## config.mk

```make
export PLATFORM = sky130hd
export DESIGN_NAME = pop_output_stage
export DESIGN_NICKNAME = d
export VERILOG_FILES = /design/src/rtl/pop_output_stage.sv
export SDC_FILE = /design/constraint.sdc
export NUM_CORES = 1
export LEC_CHECK = 0
export BUFFER_PORTS_ARGS = -buffer_cell sky130_fd_sc_hd__buf_2
export CORE_AREA = 2 2 73 110
export CTS_BUF_LIST = sky130_fd_sc_hd__clkbuf_8
export CTS_CLUSTER_SIZE = 16
export DETAILED_ROUTE_END_ITERATION = 6
export DIE_AREA = 0 0 75 112
export HOLD_SLACK_MARGIN = 0.06
export PLACE_DENSITY = 0.67
export SLEW_MARGIN = 20
export SYNTH_ARGS = -nofsm -noshare
export SYNTH_HDL_FRONTEND = slang
export SYNTH_SLANG_ARGS = --single-unit
```

## constraint.sdc

```tcl
create_clock -name clock_2_5M -period 2.8 [get_ports clock_2_5M]
set_input_delay 0.84 -clock clock_2_5M [delete_from_list [all_inputs] [get_ports clock_2_5M]]
set_output_delay 0.84 -clock clock_2_5M [all_outputs]
set_load 0.005 [all_outputs]
```

## src/rtl/pop_output_stage.sv

```systemverilog
// Output stage of the POP pulse timer: registers raw pump/probe/MW/sample levels,
// gates them through run control, counts cycles and latches overlap/stall faults.
module pop_output_stage #(
    parameter int CW       = 16,
    parameter int WATCHDOG = 12000
) (
    input  logic          clock_2_5M,
    input  logic          reset,
    input  logic          pump_raw,
    input  logic          probe_raw,
    input  logic          mw_raw,
    input  logic          sample_raw,
    input  logic          start,
    input  logic          stop,
    input  logic          fault_clear,
    input  logic [CW-1:0] burst_len,
    output logic          pump,
    output logic          probe,
    output logic          MW,
    output logic          sample,
    output logic          timer_reset,
    output logic          running,
    output logic [CW-1:0] cycles_done,
    output logic          done,
    output logic          fault,
    output logic [2:0]    fault_code,
    output logic [2:0]    state_dbg
);

    localparam int WW = $clog2(WATCHDOG + 1);

    typedef enum logic [2:0] {
        S_IDLE  = 3'd0,
        S_ARM   = 3'd1,
        S_RUN   = 3'd2,
        S_DRAIN = 3'd3,
        S_FAULT = 3'd4
    } state_t;

    state_t        state, state_n;
    logic [CW-1:0] len_q;
    logic [CW-1:0] cnt_inc;
    logic [WW-1:0] wd_q;
    logic          active, complete, last, wd_hit;
    logic [2:0]    code_hit;
    logic          pass, done_d, timer_reset_d, running_d, fault_d;

    // A completion is a probe falling edge: the registered probe output is the
    // previous raw level while active, so it doubles as the edge detector.
    always_comb begin
        active   = (state == S_RUN) || (state == S_DRAIN);
        complete = active && probe && !probe_raw;
        cnt_inc  = (&cycles_done) ? cycles_done : cycles_done + 1'b1;
        last     = (len_q != '0) && (cnt_inc == len_q);
        wd_hit   = active && !complete && (wd_q == WW'(WATCHDOG - 1));
        code_hit = {wd_hit,
                    active && probe_raw && mw_raw,
                    active && pump_raw && mw_raw};
    end

    always_ff @(posedge clock_2_5M) begin
        if (reset) state <= S_IDLE;
        else       state <= state_n;
    end

    // Same-edge priority: fault, then completion, then stop.
    always_comb begin
        state_n = state;
        case (state)
            S_IDLE:  if (start && !stop) state_n = S_ARM;
            S_ARM:   state_n = stop ? S_IDLE : S_RUN;
            S_RUN: begin
                if (|code_hit)            state_n = S_FAULT;
                else if (complete && last) state_n = S_IDLE;
                else if (stop)            state_n = S_DRAIN;
            end
            S_DRAIN: begin
                if (|code_hit)     state_n = S_FAULT;
                else if (complete) state_n = S_IDLE;
            end
            S_FAULT: if (fault_clear) state_n = S_IDLE;
            default: state_n = S_IDLE;
        endcase
    end

    // Raw levels pass only while staying inside RUN/DRAIN; leaving loads zeros,
    // so an overlap never reaches the pins and ARM keeps the first cycle dark.
    always_comb begin
        pass          = active && ((state_n == S_RUN) || (state_n == S_DRAIN));
        done_d        = active && (state_n == S_IDLE);
        timer_reset_d = (state_n == S_IDLE) || (state_n == S_FAULT);
        running_d     = (state_n == S_ARM) || (state_n == S_RUN) || (state_n == S_DRAIN);
        fault_d       = (state_n == S_FAULT);
    end

    always_ff @(posedge clock_2_5M) begin
        if (reset) begin
            pump        <= 1'b0;
            probe       <= 1'b0;
            MW          <= 1'b0;
            sample      <= 1'b0;
            timer_reset <= 1'b1;
            running     <= 1'b0;
            done        <= 1'b0;
            fault       <= 1'b0;
            fault_code  <= 3'b000;
            cycles_done <= '0;
            len_q       <= '0;
            wd_q        <= '0;
        end else begin
            pump        <= pass && pump_raw;
            probe       <= pass && probe_raw;
            MW          <= pass && mw_raw;
            sample      <= pass && sample_raw;
            timer_reset <= timer_reset_d;
            running     <= running_d;
            done        <= done_d;
            fault       <= fault_d;

            if (state == S_IDLE && state_n == S_ARM) begin
                len_q       <= burst_len;
                cycles_done <= '0;
                wd_q        <= '0;
            end else if (active && !(|code_hit)) begin
                if (complete) begin
                    cycles_done <= cnt_inc;
                    wd_q        <= '0;
                end else begin
                    wd_q <= wd_q + 1'b1;
                end
            end

            if (state != S_FAULT && state_n == S_FAULT)
                fault_code <= code_hit;
            else if (state == S_FAULT && fault_clear)
                fault_code <= 3'b000;
        end
    end

    assign state_dbg = state;

endmodule

```

==> impl_results.html, run 1 <==
<table>
<tr><th>Metric</th><th>Value</th></tr>
<tr><th colspan="2">Timing</th></tr>
<tr><td>Final worst-path setup slack</td><td>0.121 ns</td></tr>
<tr><td>Worst clock skew</td><td>0.00416 ns</td></tr>
<tr><td>Share of the clock period used by the worst path</td><td>0.957</td></tr>
<tr><td>Final count of pins violating max slew</td><td>0</td></tr>
<tr><td>Final critical delay including setup and external delays</td><td>2.68 ns</td></tr>
<tr><td>Worst-Margin Slew</td><td>0.515 ns</td></tr>
<tr><td>Number of failing hold endpoints at the final stage</td><td>0</td></tr>
<tr><td>Post-Route Setup TNS</td><td>0 ns</td></tr>
<tr><td>Final worst hold slack</td><td>0.487 ns</td></tr>
<tr><td>Headroom to the max-slew limit</td><td>0.655</td></tr>
<tr><td>Count of final setup violators</td><td>0</td></tr>
<tr><td>Upper clock frequency limit</td><td>0.373 GHz</td></tr>
<tr><th colspan="2">CTS</th></tr>
<tr><td>Clock-pin slew reported for the worst setup and hold paths after clock tree synthesis</td><td>0.07 ns</td></tr>
<tr><td>Inserted Clock Buffers</td><td>9</td></tr>
<tr><td>CTS tree</td><td>built</td></tr>
<tr><td>Maximum clock path buffer count</td><td>2</td></tr>
<tr><td>Source-to-sink clock delay at the later pin of the worst-skew pair</td><td>0.35 ns</td></tr>
<tr><td>Number of levels in the clock H-tree</td><td>3</td></tr>
<tr><td>Buffers inserted by post-CTS timing repair</td><td>0</td></tr>
<tr><td>Total clock sinks</td><td>60</td></tr>
<tr><td>Clk root buf</td><td>sky130_fd_sc_hd__clkbuf_8</td></tr>
<tr><th colspan="2">Synth</th></tr>
<tr><td>Post-synth design cell area</td><td>3270 um2</td></tr>
<tr><td>Share of flip-flops with an asynchronous set or reset</td><td>0</td></tr>
<tr><td>Ys Warns</td><td>0</td></tr>
<tr><td>Synthesized Nets</td><td>427</td></tr>
<tr><td>Count of state elements after synthesis</td><td>60</td></tr>
<tr><td>Register area share after synthesis</td><td>0.368</td></tr>
<tr><td>Number of distinct library cell variants in the gate-level netlist after synthesis</td><td>56</td></tr>
<tr><td>EDFF count, synth</td><td>0</td></tr>
<tr><td>Mapped Cells</td><td>400</td></tr>
<tr><td>Post-synthesis average cell area</td><td>8.16 um2</td></tr>
<tr><td>Dominant register cell in the synthesized netlist</td><td>sky130_fd_sc_hd__dfxtp_1</td></tr>
<tr><th colspan="2">Power and ir drop</th></tr>
<tr><td>Pwr dens</td><td>503 nW/um2</td></tr>
<tr><td>Power Internal</td><td>1.61 mW</td></tr>
<tr><td>Net switching component of the power</td><td>0.443 mW</td></tr>
<tr><td>Comb power frac</td><td>0.065</td></tr>
<tr><td>Relative contribution of sequential cells to total power</td><td>0.432</td></tr>
<tr><td>Share of total power consumed by net switching</td><td>0.216</td></tr>
<tr><td>Static leakage power</td><td>1.65 nW</td></tr>
<tr><td>Fraction of power consumed by the clock network</td><td>0.503</td></tr>
<tr><td>Max VDD drop</td><td>0.528 mV</td></tr>
<tr><td>Pwr Total</td><td>2.05 mW</td></tr>
<tr><th colspan="2">Placement</th></tr>
<tr><td>Placer Congestion</td><td>0.906</td></tr>
<tr><td>Pre-CTS setup slack</td><td>-0.0767 ns</td></tr>
<tr><td>Total half-perimeter wirelength after legalization and detailed placement</td><td>6770 um</td></tr>
<tr><td>Placed cells</td><td>566</td></tr>
<tr><td>Count of input and output buffers</td><td>54</td></tr>
<tr><td>Total cell area at the placement stage</td><td>3810 um2</td></tr>
<tr><th colspan="2">Detailed routing</th></tr>
<tr><td>DRC violations left</td><td>0</td></tr>
<tr><td>Detailed-route wire length</td><td>8830 um</td></tr>
<tr><td>Drt wl/cell</td><td>15.2 um</td></tr>
<tr><td>Antenna Violating Nets Remaining</td><td>0</td></tr>
<tr><td>Total vias in the final route</td><td>3247</td></tr>
<tr><td>Count of routing violations after the opening detailed-route iteration</td><td>186</td></tr>
<tr><td>Via-to-Cell Ratio</td><td>5.58</td></tr>
<tr><td>Number of iterations in the first detailed-routing pass</td><td>4</td></tr>
<tr><th colspan="2">Global route</th></tr>
<tr><td>Wire length of the first global-routing pass</td><td>14600 um</td></tr>
<tr><td>Initial antenna violation count</td><td>0</td></tr>
<tr><td>Total GRT Usage</td><td>0.226</td></tr>
<tr><td>Pin count of the biggest net entering global routing</td><td>28</td></tr>
<tr><td>Vias in the first global route</td><td>3044</td></tr>
<tr><td>Aggregate global routing overflow</td><td>0</td></tr>
<tr><th colspan="2">Status</th></tr>
<tr><td>Result of the run</td><td>complete, no violations</td></tr>
<tr><th colspan="2">Finish</th></tr>
<tr><td>Net count reported at finish</td><td>502</td></tr>
<tr><td>Most common library cell in the layout ignoring fill and taps</td><td>sky130_fd_sc_hd__dfxtp_1</td></tr>
<tr><td>Area growth, synth to finish</td><td>24.7%</td></tr>
<tr><td>Top library cells by usage in the layout, fill and taps aside</td><td>sky130_fd_sc_hd__dfxtp_1 (60), sky130_fd_sc_hd__nand2_1 (54), sky130_fd_sc_hd__buf_2 (54)</td></tr>
<tr><td>Count of placed standard cells in the final layout, fillers left out</td><td>582</td></tr>
<tr><td>Finished Cell Area</td><td>4070 um2</td></tr>
<tr><td>Fill cell count</td><td>737</td></tr>
<tr><td>Share of the core filled with cells in the final layout</td><td>0.546</td></tr>
<tr><td>Antenna diode count</td><td>0</td></tr>
<tr><td>Fraction of final layout cells sized beyond drive strength 1</td><td>0.244</td></tr>
<tr><th colspan="2">Floorplanning</th></tr>
<tr><td>Die outline width</td><td>75 um</td></tr>
<tr><td>Die extent in y</td><td>112 um</td></tr>
<tr><td>Top-level I/O count</td><td>55</td></tr>
<tr><td>Core Rows</td><td>39</td></tr>
<tr><td>Initial Util</td><td>0.437</td></tr>
<tr><td>Core box area</td><td>7470 um2</td></tr>
<tr><td>Die area</td><td>8400 um2</td></tr>
<tr><th colspan="2">Setup path</th></tr>
<tr><td>Worst Path Required</td><td>3.09 ns</td></tr>
<tr><td>Worst endpoint data arrival time</td><td>2.97 ns</td></tr>
<tr><td>Setup CP Type</td><td>reg2reg</td></tr>
<tr><td>Endpoint class of the critical path</td><td>flip-flop</td></tr>
<tr><td>Largest fanout on the critical path</td><td>8</td></tr>
<tr><td>Critical path launch point type</td><td>flip-flop</td></tr>
<tr><th colspan="2">Flow run</th></tr>
<tr><td>Max Cap Viol</td><td>0</td></tr>
<tr><th colspan="2">Worst hold path</th></tr>
<tr><td>Worst hold-check path type</td><td>reg2reg</td></tr>
</table>
-- final timing paths --
kind / from / to / slack, ns / cells past startpoint
worst max-delay path: cycles_done[1] / done / 0.12 / 8
worst min-delay path: len_q[8] / len_q[8] / 0.49 / 2
worst max register to register: cycles_done[1] / done / 0.12 / 8
worst min register to register: len_q[8] / len_q[8] / 0.49 / 2
-- cell usage after synthesis (all sizes together), types with 3 or more instances --
| master | instances | area share |
|---|---|---|
| xnor2 | 15 | 0.040 |
| mux2i | 6 | 0.018 |
| a32oi | 3 | 0.0080 |
| o21ai | 11 | 0.020 |
| nand4 | 15 | 0.038 |
| clkbuf | 13 | 0.015 |
| or4 | 3 | 0.010 |
| o211ai | 3 | 0.0069 |
| and3 | 13 | 0.025 |
| nor4 | 7 | 0.017 |
| nor3 | 7 | 0.011 |
| a21o | 3 | 0.0069 |
| dfxtp | 60 | 0.37 |
| and4 | 7 | 0.019 |
| buf | 13 | 0.024 |
| nor2b | 6 | 0.011 |
| xor2 | 20 | 0.054 |
| nor2 | 42 | 0.048 |
| nand2b | 4 | 0.0077 |
| a21oi | 32 | 0.049 |
| o22ai | 3 | 0.0057 |
| nand2 | 54 | 0.062 |
| nand3 | 19 | 0.033 |
| a31oi | 5 | 0.0096 |
-- cells by family after synthesis --
group | after synthesis | share of synthesized area
compound gates | 81 | 0.163
buf+inv | 28 | 0.0410
simple gates | 188 | 0.308
xor+xnor | 35 | 0.0939
flops | 60 | 0.368
mux | 6 | 0.0184
fa+ha+maj | 2 | 0.00766
-- routing by layer --
layer,GRT usage,vias to the layer above,part of all wire
met2,0.363,92,0.51
met5,0,-,0
met4,0.112,0,0.025
met1,0.274,1539,0.42
li1,-,1600,-
met3,0.0561,16,0.041
-- critical path, stage by stage (launching register included) --
cell and delay (ns):
sky130_fd_sc_hd__dfxtp_1 0.37, sky130_fd_sc_hd__ha_1 0.21, sky130_fd_sc_hd__nand4_1 0.23, sky130_fd_sc_hd__nor4_2 0.41
sky130_fd_sc_hd__o311a_1 0.22, sky130_fd_sc_hd__o221ai_1 0.15, sky130_fd_sc_hd__or4_4 0.58, sky130_fd_sc_hd__o21ai_4 0.24
sky130_fd_sc_hd__and4b_1 0.22
-- state kept, by name, indices dropped and copies added, names as in the netlist --
| signal | cells |
|---|---|
| MW | 1 |
| cycles_done | 16 |
| done | 1 |
| fault | 1 |
| fault_code | 3 |
| len_q | 16 |
| probe | 1 |
| pump | 1 |
| running | 1 |
| sample | 1 |
| state_dbg | 3 |
| timer_reset | 1 |
| wd_q | 14 |
-- cell type report --
type                    instances  area (um2)  share of cell area
clock inverters                 7         139              0.0341
clock buffers                   9         124              0.0304
inverters                       2        7.51             0.00184
well taps                     102         128              0.0313
repair buffers                 90         541               0.133
multi-input cells             312        1930               0.475
flip-flops and latches         60        1200               0.295
-- power groups by stage --
stage / registers, mW / clock network (mW) / logic [mW]
2_1_floorplan: 0.900 / 0 / 0.0824
3_3_place_gp: 0.904 / 0 / 0.130
3_5_place_dp: 0.905 / 0 / 0.132
4_1_cts: 0.886 / 1.05 / 0.133
5_1_grt: 0.888 / 1.08 / 0.149
6_report: 0.886 / 1.03 / 0.133
-- timing repair --
item / CTS / global route
hold buffers: 0 / 0
gates resized for setup: 0 / 2
setup endpoints to repair: 0 / 8
Power figures use the tool's default switching activity.
==> run 2: changes to the inputs <==
BUFFER_PORTS_ARGS = not set   (was -buffer_cell sky130_fd_sc_hd__buf_2)
DONT_BUFFER_PORTS = 1   (was not set)
PLACE_DENSITY = not set   (was 0.67)
==> run 2 against run 1 <==
- power shrank 9.5%
- critical endpoint unchanged
- sequential share of layout area rose by 2.2 points
- largest cell class unchanged
- combinational power fell by 24%
- cell area down 6.9%
- sequential power is essentially flat
- fmax down 1.2%
- sequential cell count unchanged
- first-iteration DRC count decreased by 3.2%
- setup slack got worse by 0.033 ns
- global-route usage is 0.071 points lower
- wire length grew 1.9%
==> impl_results.html, run 2 (synthesis results as in run 1) <==
<table>
<tr><th>Metric</th><th>Value</th></tr>
<tr><th colspan="2">Worst hold path</th></tr>
<tr><td>Worst hold-check path type</td><td>reg2reg</td></tr>
<tr><th colspan="2">CTS</th></tr>
<tr><td>Number of levels in the clock H-tree</td><td>3</td></tr>
<tr><td>CTS tree</td><td>built</td></tr>
<tr><td>Inserted Clock Buffers</td><td>9</td></tr>
<tr><td>Hold buffer count at cts</td><td>0</td></tr>
<tr><td>Maximum clock path buffer count</td><td>2</td></tr>
<tr><td>Total clock sinks</td><td>60</td></tr>
<tr><td>Clock-pin slew reported for the worst setup and hold paths after clock tree synthesis</td><td>0.07 ns</td></tr>
<tr><td>Clk root buf</td><td>sky130_fd_sc_hd__clkbuf_8</td></tr>
<tr><td>Source-to-sink clock delay at the later pin of the worst-skew pair</td><td>0.35 ns</td></tr>
<tr><th colspan="2">Placement</th></tr>
<tr><td>Placed cells</td><td>511</td></tr>
<tr><td>Total half-perimeter wirelength after legalization and detailed placement</td><td>6660 um</td></tr>
<tr><td>Count of input and output buffers</td><td>0</td></tr>
<tr><td>Placer Congestion</td><td>0.910</td></tr>
<tr><td>Pre-CTS setup slack</td><td>0.0612 ns</td></tr>
<tr><th colspan="2">Setup path</th></tr>
<tr><td>Endpoint class of the critical path</td><td>flip-flop</td></tr>
<tr><td>Critical path launch point type</td><td>flip-flop</td></tr>
<tr><td>Setup CP Type</td><td>reg2reg</td></tr>
<tr><td>Largest fanout on the critical path</td><td>8</td></tr>
<tr><td>Worst endpoint data arrival time</td><td>3.00 ns</td></tr>
<tr><td>FF-to-FF setup slack</td><td>0.09 ns</td></tr>
<tr><td>Worst Path Required</td><td>3.09 ns</td></tr>
<tr><th colspan="2">Power and ir drop</th></tr>
<tr><td>Pwr Total</td><td>1.86 mW</td></tr>
<tr><td>Static leakage power</td><td>1.41 nW</td></tr>
<tr><td>Pwr dens</td><td>489 nW/um2</td></tr>
<tr><td>Max VDD drop</td><td>0.320 mV</td></tr>
<tr><th colspan="2">Status</th></tr>
<tr><td>Result of the run</td><td>complete, no violations</td></tr>
<tr><th colspan="2">Finish</th></tr>
<tr><td>Count of placed standard cells in the final layout, fillers left out</td><td>529</td></tr>
<tr><td>Leading registers by flop count</td><td>cycles_done (16), len_q (16), wd_q (14)</td></tr>
<tr><td>Area occupied by registers</td><td>1200 um2</td></tr>
<tr><td>Area growth, synth to finish</td><td>16.1%</td></tr>
<tr><td>Net count reported at finish</td><td>449</td></tr>
<tr><td>Fill cell count</td><td>726</td></tr>
<tr><td>Most common library cell in the layout ignoring fill and taps</td><td>sky130_fd_sc_hd__dfxtp_1</td></tr>
<tr><td>Antenna diode count</td><td>0</td></tr>
<tr><td>Top library cells by usage in the layout, fill and taps aside</td><td>sky130_fd_sc_hd__dfxtp_1 (60), sky130_fd_sc_hd__nand2_1 (54), sky130_fd_sc_hd__nor2_1 (42)</td></tr>
<tr><td>Footprint of the multi-input gates</td><td>1960 um2</td></tr>
<tr><td>Fraction of final layout cells sized beyond drive strength 1</td><td>0.150</td></tr>
<tr><th colspan="2">Floorplanning</th></tr>
<tr><td>Die area</td><td>8400 um2</td></tr>
<tr><td>Die extent in y</td><td>112 um</td></tr>
<tr><td>Initial Util</td><td>0.437</td></tr>
<tr><td>Core box area</td><td>7470 um2</td></tr>
<tr><td>Die outline width</td><td>75 um</td></tr>
<tr><td>Core Rows</td><td>39</td></tr>
<tr><td>Top-level I/O count</td><td>55</td></tr>
<tr><th colspan="2">Timing</th></tr>
<tr><td>Headroom to the max-slew limit</td><td>0.600</td></tr>
<tr><td>Final worst-path setup slack</td><td>0.0878 ns</td></tr>
<tr><td>Number of failing hold endpoints at the final stage</td><td>0</td></tr>
<tr><td>Upper clock frequency limit</td><td>0.369 GHz</td></tr>
<tr><td>Post-Route Setup TNS</td><td>0 ns</td></tr>
<tr><td>Worst-Margin Slew</td><td>0.600 ns</td></tr>
<tr><td>Worst clock skew</td><td>0.0123 ns</td></tr>
<tr><td>Final critical delay including setup and external delays</td><td>2.71 ns</td></tr>
<tr><td>Final count of pins violating max slew</td><td>0</td></tr>
<tr><td>Share of the clock period used by the worst path</td><td>0.969</td></tr>
<tr><td>Count of final setup violators</td><td>0</td></tr>
<tr><th colspan="2">Global route</th></tr>
<tr><td>Vias in the first global route</td><td>2936</td></tr>
<tr><td>Wire length of the first global-routing pass</td><td>14600 um</td></tr>
<tr><td>Pin count of the biggest net entering global routing</td><td>28</td></tr>
<tr><td>Initial antenna violation count</td><td>0</td></tr>
<tr><td>Total GRT Usage</td><td>0.225</td></tr>
<tr><td>Aggregate global routing overflow</td><td>0</td></tr>
<tr><th colspan="2">Flow run</th></tr>
<tr><td>Max Cap Viol</td><td>0</td></tr>
<tr><th colspan="2">Detailed routing</th></tr>
<tr><td>Antenna Violating Nets Remaining</td><td>0</td></tr>
<tr><td>Count of routing violations after the opening detailed-route iteration</td><td>180</td></tr>
<tr><td>Via-to-Cell Ratio</td><td>5.91</td></tr>
<tr><td>DRC violations left</td><td>0</td></tr>
<tr><td>Detailed-route wire length</td><td>9000 um</td></tr>
<tr><td>Drt wl/cell</td><td>17.0 um</td></tr>
<tr><td>Total vias in the final route</td><td>3124</td></tr>
<tr><td>Number of iterations in the first detailed-routing pass</td><td>5</td></tr>
</table>
-- run 2: changes by cell type in the layout (fill, tap and decap cells not counted), sizes merged --
cell	change
clkinvlp	+1
buf	-53
clkbuf	+1
clkinv	-2
bufinv	-2
inv	+2
-- run 2: final timing paths --
| kind | end | start | cells after the start |
|---|---|---|---|
| max | done | cycles_done[8] | 7 |
| min reg2reg | len_q[6] | len_q[6] | 2 |
| max reg2reg | done | cycles_done[8] | 7 |
| min | len_q[6] | len_q[6] | 2 |
-- run 2: power breakdown --
| part | internal [mW] | switching [mW] |
|---|---|---|
| clock network | 0.517 | 0.351 |
| logic | 0.0429 | 0.0581 |
| registers | 0.869 | 0.0183 |
| total | 1.43 | 0.427 |
-- run 2: repair_timing --
action	CTS	global route
setup buffers	0	2
endpoints found under the setup margin	0	8
resized for setup	0	6
-- run 2: layout make-up --
type | count | share of cell area
Clock buffer | 10 | 0.0363
Clock inverter | 6 | 0.0211
Inverter | 2 | 0.00198
Multi-Input combinational cell | 312 | 0.517
Sequential cell | 60 | 0.317
Tap cell | 102 | 0.0337
Timing Repair Buffer | 37 | 0.0733
-- run 2: metrics by stage --
| step | utilization | hold WS, ns | cell area, um2 |
|---|---|---|---|
| 2_1_floorplan | - | 0.460 | 3270 |
| 3_3_place_gp | 0.473 | 0.469 | 3530 |
| 3_5_place_dp | 0.473 | 0.474 | 3530 |
| 4_1_cts | 0.502 | 0.483 | 3750 |
| 5_1_grt | 0.508 | 0.510 | 3790 |
| 6_report | 0.508 | 0.476 | 3790 |
-- run 2: layer usage --
metal	track usage	vias up	routed length, um
met5	0	-	0
met4	0.110	0	282
met3	0.0615	30	527
met2	0.343	103	4300
met1	0.289	1500	3890
li1	-	1491	-
-- run 2: critical path, stage by stage (launching register included) --
cell and delay [ns]:
sky130_fd_sc_hd__dfxtp_1 0.48, sky130_fd_sc_hd__nand4_1 0.29, sky130_fd_sc_hd__or4_4 0.50, sky130_fd_sc_hd__mux2i_1 0.16, sky130_fd_sc_hd__o221ai_1 0.15, sky130_fd_sc_hd__or4_4 0.57
sky130_fd_sc_hd__o21ai_4 0.27, sky130_fd_sc_hd__and4b_1 0.23
==> run 3: changes to the inputs <==
GPL_TIMING_DRIVEN = 0   (was not set)
RECOVER_POWER = 25   (was not set)
==> run 3 against run 2 <==
- non-clock buffer count down 6
- largest cell class unchanged
- core utilization down 1.3 points
- setup slack worse by 0.013 ns
- fmax down 0.48%
- clock skew down 0.0048 ns
- via count down 4.7%
- die area unchanged
- cell count down 1.7%
- power down 13%
- critical path depth up 2
- first-iteration DRC count up 7.2%
- sequential power about the same
==> impl_results.html, run 3 (synthesis results as in run 1) <==
<table>
<tr><th>Metric</th><th>Value</th></tr>
<tr><th colspan="2">Power and ir drop</th></tr>
<tr><td>Pwr dens</td><td>437 nW/um2</td></tr>
<tr><td>Pwr Total</td><td>1.61 mW</td></tr>
<tr><td>Net switching component of the power</td><td>0.408 mW</td></tr>
<tr><td>Fraction of power consumed by the clock network</td><td>0.385</td></tr>
<tr><td>Relative contribution of sequential cells to total power</td><td>0.548</td></tr>
<tr><td>Power Internal</td><td>1.21 mW</td></tr>
<tr><td>Static leakage power</td><td>1.31 nW</td></tr>
<tr><td>Max VDD drop</td><td>0.292 mV</td></tr>
<tr><td>Comb power frac</td><td>0.067</td></tr>
<tr><td>Share of total power consumed by net switching</td><td>0.252</td></tr>
<tr><th colspan="2">CTS</th></tr>
<tr><td>Clock-pin slew reported for the worst setup and hold paths after clock tree synthesis</td><td>0.06 ns</td></tr>
<tr><td>CTS tree</td><td>built</td></tr>
<tr><td>Source-to-sink clock delay at the later pin of the worst-skew pair</td><td>0.34 ns</td></tr>
<tr><td>Maximum clock path buffer count</td><td>2</td></tr>
<tr><td>Clk root buf</td><td>sky130_fd_sc_hd__clkbuf_8</td></tr>
<tr><td>Inserted Clock Buffers</td><td>9</td></tr>
<tr><td>Number of levels in the clock H-tree</td><td>3</td></tr>
<tr><td>Total clock sinks</td><td>60</td></tr>
<tr><th colspan="2">Floorplanning</th></tr>
<tr><td>Die outline width</td><td>75 um</td></tr>
<tr><td>Die extent in y</td><td>112 um</td></tr>
<tr><td>Top-level I/O count</td><td>55</td></tr>
<tr><td>Initial Util</td><td>0.437</td></tr>
<tr><td>Core Rows</td><td>39</td></tr>
<tr><td>Core box area</td><td>7470 um2</td></tr>
<tr><td>Die area</td><td>8400 um2</td></tr>
<tr><th colspan="2">Global route</th></tr>
<tr><td>Initial antenna violation count</td><td>0</td></tr>
<tr><td>Wire length of the first global-routing pass</td><td>13700 um</td></tr>
<tr><td>Vias in the first global route</td><td>2815</td></tr>
<tr><td>Aggregate global routing overflow</td><td>0</td></tr>
<tr><td>Total GRT Usage</td><td>0.210</td></tr>
<tr><td>Pin count of the biggest net entering global routing</td><td>11</td></tr>
<tr><th colspan="2">Detailed routing</th></tr>
<tr><td>Detailed-route wire length</td><td>8450 um</td></tr>
<tr><td>Number of iterations in the first detailed-routing pass</td><td>4</td></tr>
<tr><td>Via-to-Cell Ratio</td><td>5.72</td></tr>
<tr><td>Total vias in the final route</td><td>2976</td></tr>
<tr><td>Drt wl/cell</td><td>16.2 um</td></tr>
<tr><td>Antenna Violating Nets Remaining</td><td>0</td></tr>
<tr><td>DRC violations left</td><td>0</td></tr>
<tr><td>Count of routing violations after the opening detailed-route iteration</td><td>193</td></tr>
<tr><th colspan="2">Setup path</th></tr>
<tr><td>R2r startpoint</td><td>cycles_done[13]</td></tr>
<tr><td>Critical path launch point type</td><td>flip-flop</td></tr>
<tr><td>Depth of the most critical reg-to-reg path</td><td>9</td></tr>
<tr><td>Worst Path Required</td><td>3.08 ns</td></tr>
<tr><td>FF-to-FF setup slack</td><td>0.07 ns</td></tr>
<tr><td>Largest fanout on the critical path</td><td>9</td></tr>
<tr><td>Worst endpoint data arrival time</td><td>3.01 ns</td></tr>
<tr><td>Endpoint class of the critical path</td><td>flip-flop</td></tr>
<tr><td>Worst R2R End</td><td>done</td></tr>
<tr><td>Setup CP Type</td><td>reg2reg</td></tr>
<tr><th colspan="2">Status</th></tr>
<tr><td>Result of the run</td><td>complete, no violations</td></tr>
<tr><th colspan="2">Finish</th></tr>
<tr><td>Count of placed standard cells in the final layout, fillers left out</td><td>520</td></tr>
<tr><td>Fill cell count</td><td>779</td></tr>
<tr><td>Fraction of final layout cells sized beyond drive strength 1</td><td>0.136</td></tr>
<tr><td>Share of the core filled with cells in the final layout</td><td>0.495</td></tr>
<tr><td>Finished Cell Area</td><td>3700 um2</td></tr>
<tr><td>Net count reported at finish</td><td>443</td></tr>
<tr><td>Area growth, synth to finish</td><td>13.2%</td></tr>
<tr><td>Top library cells by usage in the layout, fill and taps aside</td><td>sky130_fd_sc_hd__dfxtp_1 (54), sky130_fd_sc_hd__nand2_1 (54), sky130_fd_sc_hd__nor2_1 (42)</td></tr>
<tr><td>Leading registers by flop count</td><td>cycles_done (16), len_q (16), wd_q (14)</td></tr>
<tr><td>Antenna diode count</td><td>0</td></tr>
<tr><th colspan="2">Timing</th></tr>
<tr><td>Final critical delay including setup and external delays</td><td>2.73 ns</td></tr>
<tr><td>Headroom to the max-slew limit</td><td>0.583</td></tr>
<tr><td>Final count of pins violating max slew</td><td>0</td></tr>
<tr><td>Number of failing hold endpoints at the final stage</td><td>0</td></tr>
<tr><td>Worst clock skew</td><td>0.00752 ns</td></tr>
<tr><td>Worst-Margin Slew</td><td>0.619 ns</td></tr>
<tr><td>Upper clock frequency limit</td><td>0.367 GHz</td></tr>
<tr><td>Share of the clock period used by the worst path</td><td>0.973</td></tr>
<tr><td>Count of final setup violators</td><td>0</td></tr>
<tr><th colspan="2">Placement</th></tr>
<tr><td>Placed cells</td><td>502</td></tr>
<tr><td>Placer Congestion</td><td>0.884</td></tr>
<tr><td>Total half-perimeter wirelength after legalization and detailed placement</td><td>6140 um</td></tr>
<tr><td>Total cell area at the placement stage</td><td>3390 um2</td></tr>
<tr><td>Count of input and output buffers</td><td>0</td></tr>
<tr><th colspan="2">Worst hold path</th></tr>
<tr><td>WHS Endpoint</td><td>len_q[8]</td></tr>
<tr><td>Hold depth</td><td>2</td></tr>
<tr><td>Launch point of the worst hold path</td><td>len_q[8]</td></tr>
<tr><td>Worst hold-check path type</td><td>reg2reg</td></tr>
<tr><th colspan="2">Flow run</th></tr>
<tr><td>Max Cap Viol</td><td>0</td></tr>
</table>
run 3: cell count changes in the layout (fill, tap and decap cells not counted), sizes merged:
cell	before	now
buf	37	18
clkbuf	10	22
bufinv	2	0
clkinv	1	2
inv	4	3
run 3: cell type report:
| cell class | count | area [um2] | share of cell area |
|---|---|---|---|
| Multi-Input combinational cell | 312 | 2010 | 0.544 |
| Buffer | 25 | 146 | 0.0396 |
| Inverter | 2 | 7.51 | 0.00203 |
| Clock buffer | 9 | 124 | 0.0335 |
| Clock inverter | 4 | 21.3 | 0.00575 |
| Sequential cell | 60 | 1210 | 0.328 |
| Tap cell | 102 | 128 | 0.0345 |
| Timing Repair Buffer | 6 | 45.0 | 0.0122 |
run 3: timing repair:
| item | CTS | global route |
|---|---|---|
| gates resized for setup | 12 | 26 |
| buffers inserted | 1 | 5 |
| hold buffers | 0 | 0 |
| pin swaps | 2 | 10 |
| hold endpoints to repair | 0 | 0 |
| endpoints found under the setup margin | 12 | 9 |
run 3: routing by layer:
metal,vias to the layer above,global-route usage,routed length [um]
met2,80,0.326,4120
met3,11,0.0489,424
met1,1408,0.272,3740
li1,1477,-,-
met5,-,0,0
met4,0,0.0940,160
run 3: how the worst max path moves through the flow:
stage | slack (ns) | cells after the start | startpoint | endpoint
after floorplan | 0.13 | 7 | probe_raw | done
after global placement | -0.63 | 7 | probe_raw | done
after detailed placement | -0.60 | 7 | probe_raw | done
after CTS | -0.03 | 7 | cycles_done[6] | done
after global routing | -0.02 | 7 | cycles_done[0] | done
final | 0.07 | 9 | cycles_done[13] | done
run 3: critical path, cell delays in order (launching register included):
cell and delay [ns]:
sky130_fd_sc_hd__dfxtp_1 0.34, sky130_fd_sc_hd__clkbuf_4 0.21, sky130_fd_sc_hd__and4_1 0.19, sky130_fd_sc_hd__buf_2 0.18, sky130_fd_sc_hd__nand3_2 0.13, sky130_fd_sc_hd__a2111oi_4 0.38
sky130_fd_sc_hd__o21ai_1 0.14, sky130_fd_sc_hd__or4_4 0.57, sky130_fd_sc_hd__o21ai_4 0.29, sky130_fd_sc_hd__and4b_1 0.23
run 3: power groups by stage:
stage / Sequential, mW / Combinational [mW] / Clock (mW)
global placement: 0.906 / 0.104 / 0
global route: 0.887 / 0.122 / 0.668
detailed placement: 0.906 / 0.105 / 0
floorplan: 0.900 / 0.0824 / 0
finish: 0.885 / 0.108 / 0.622
CTS: 0.886 / 0.108 / 0.636
run 3: per-stage QoR:
step	hold WS, ns	TNS, ns	setup WS, ns
2_1_floorplan	0.460	0	0.132
3_3_place_gp	0.480	-8.53	-0.635
3_5_place_dp	0.485	-8.39	-0.600
4_1_cts	0.495	-0.0253	-0.0253
5_1_grt	0.526	-0.0165	-0.0165
6_report	0.493	0	0.0747
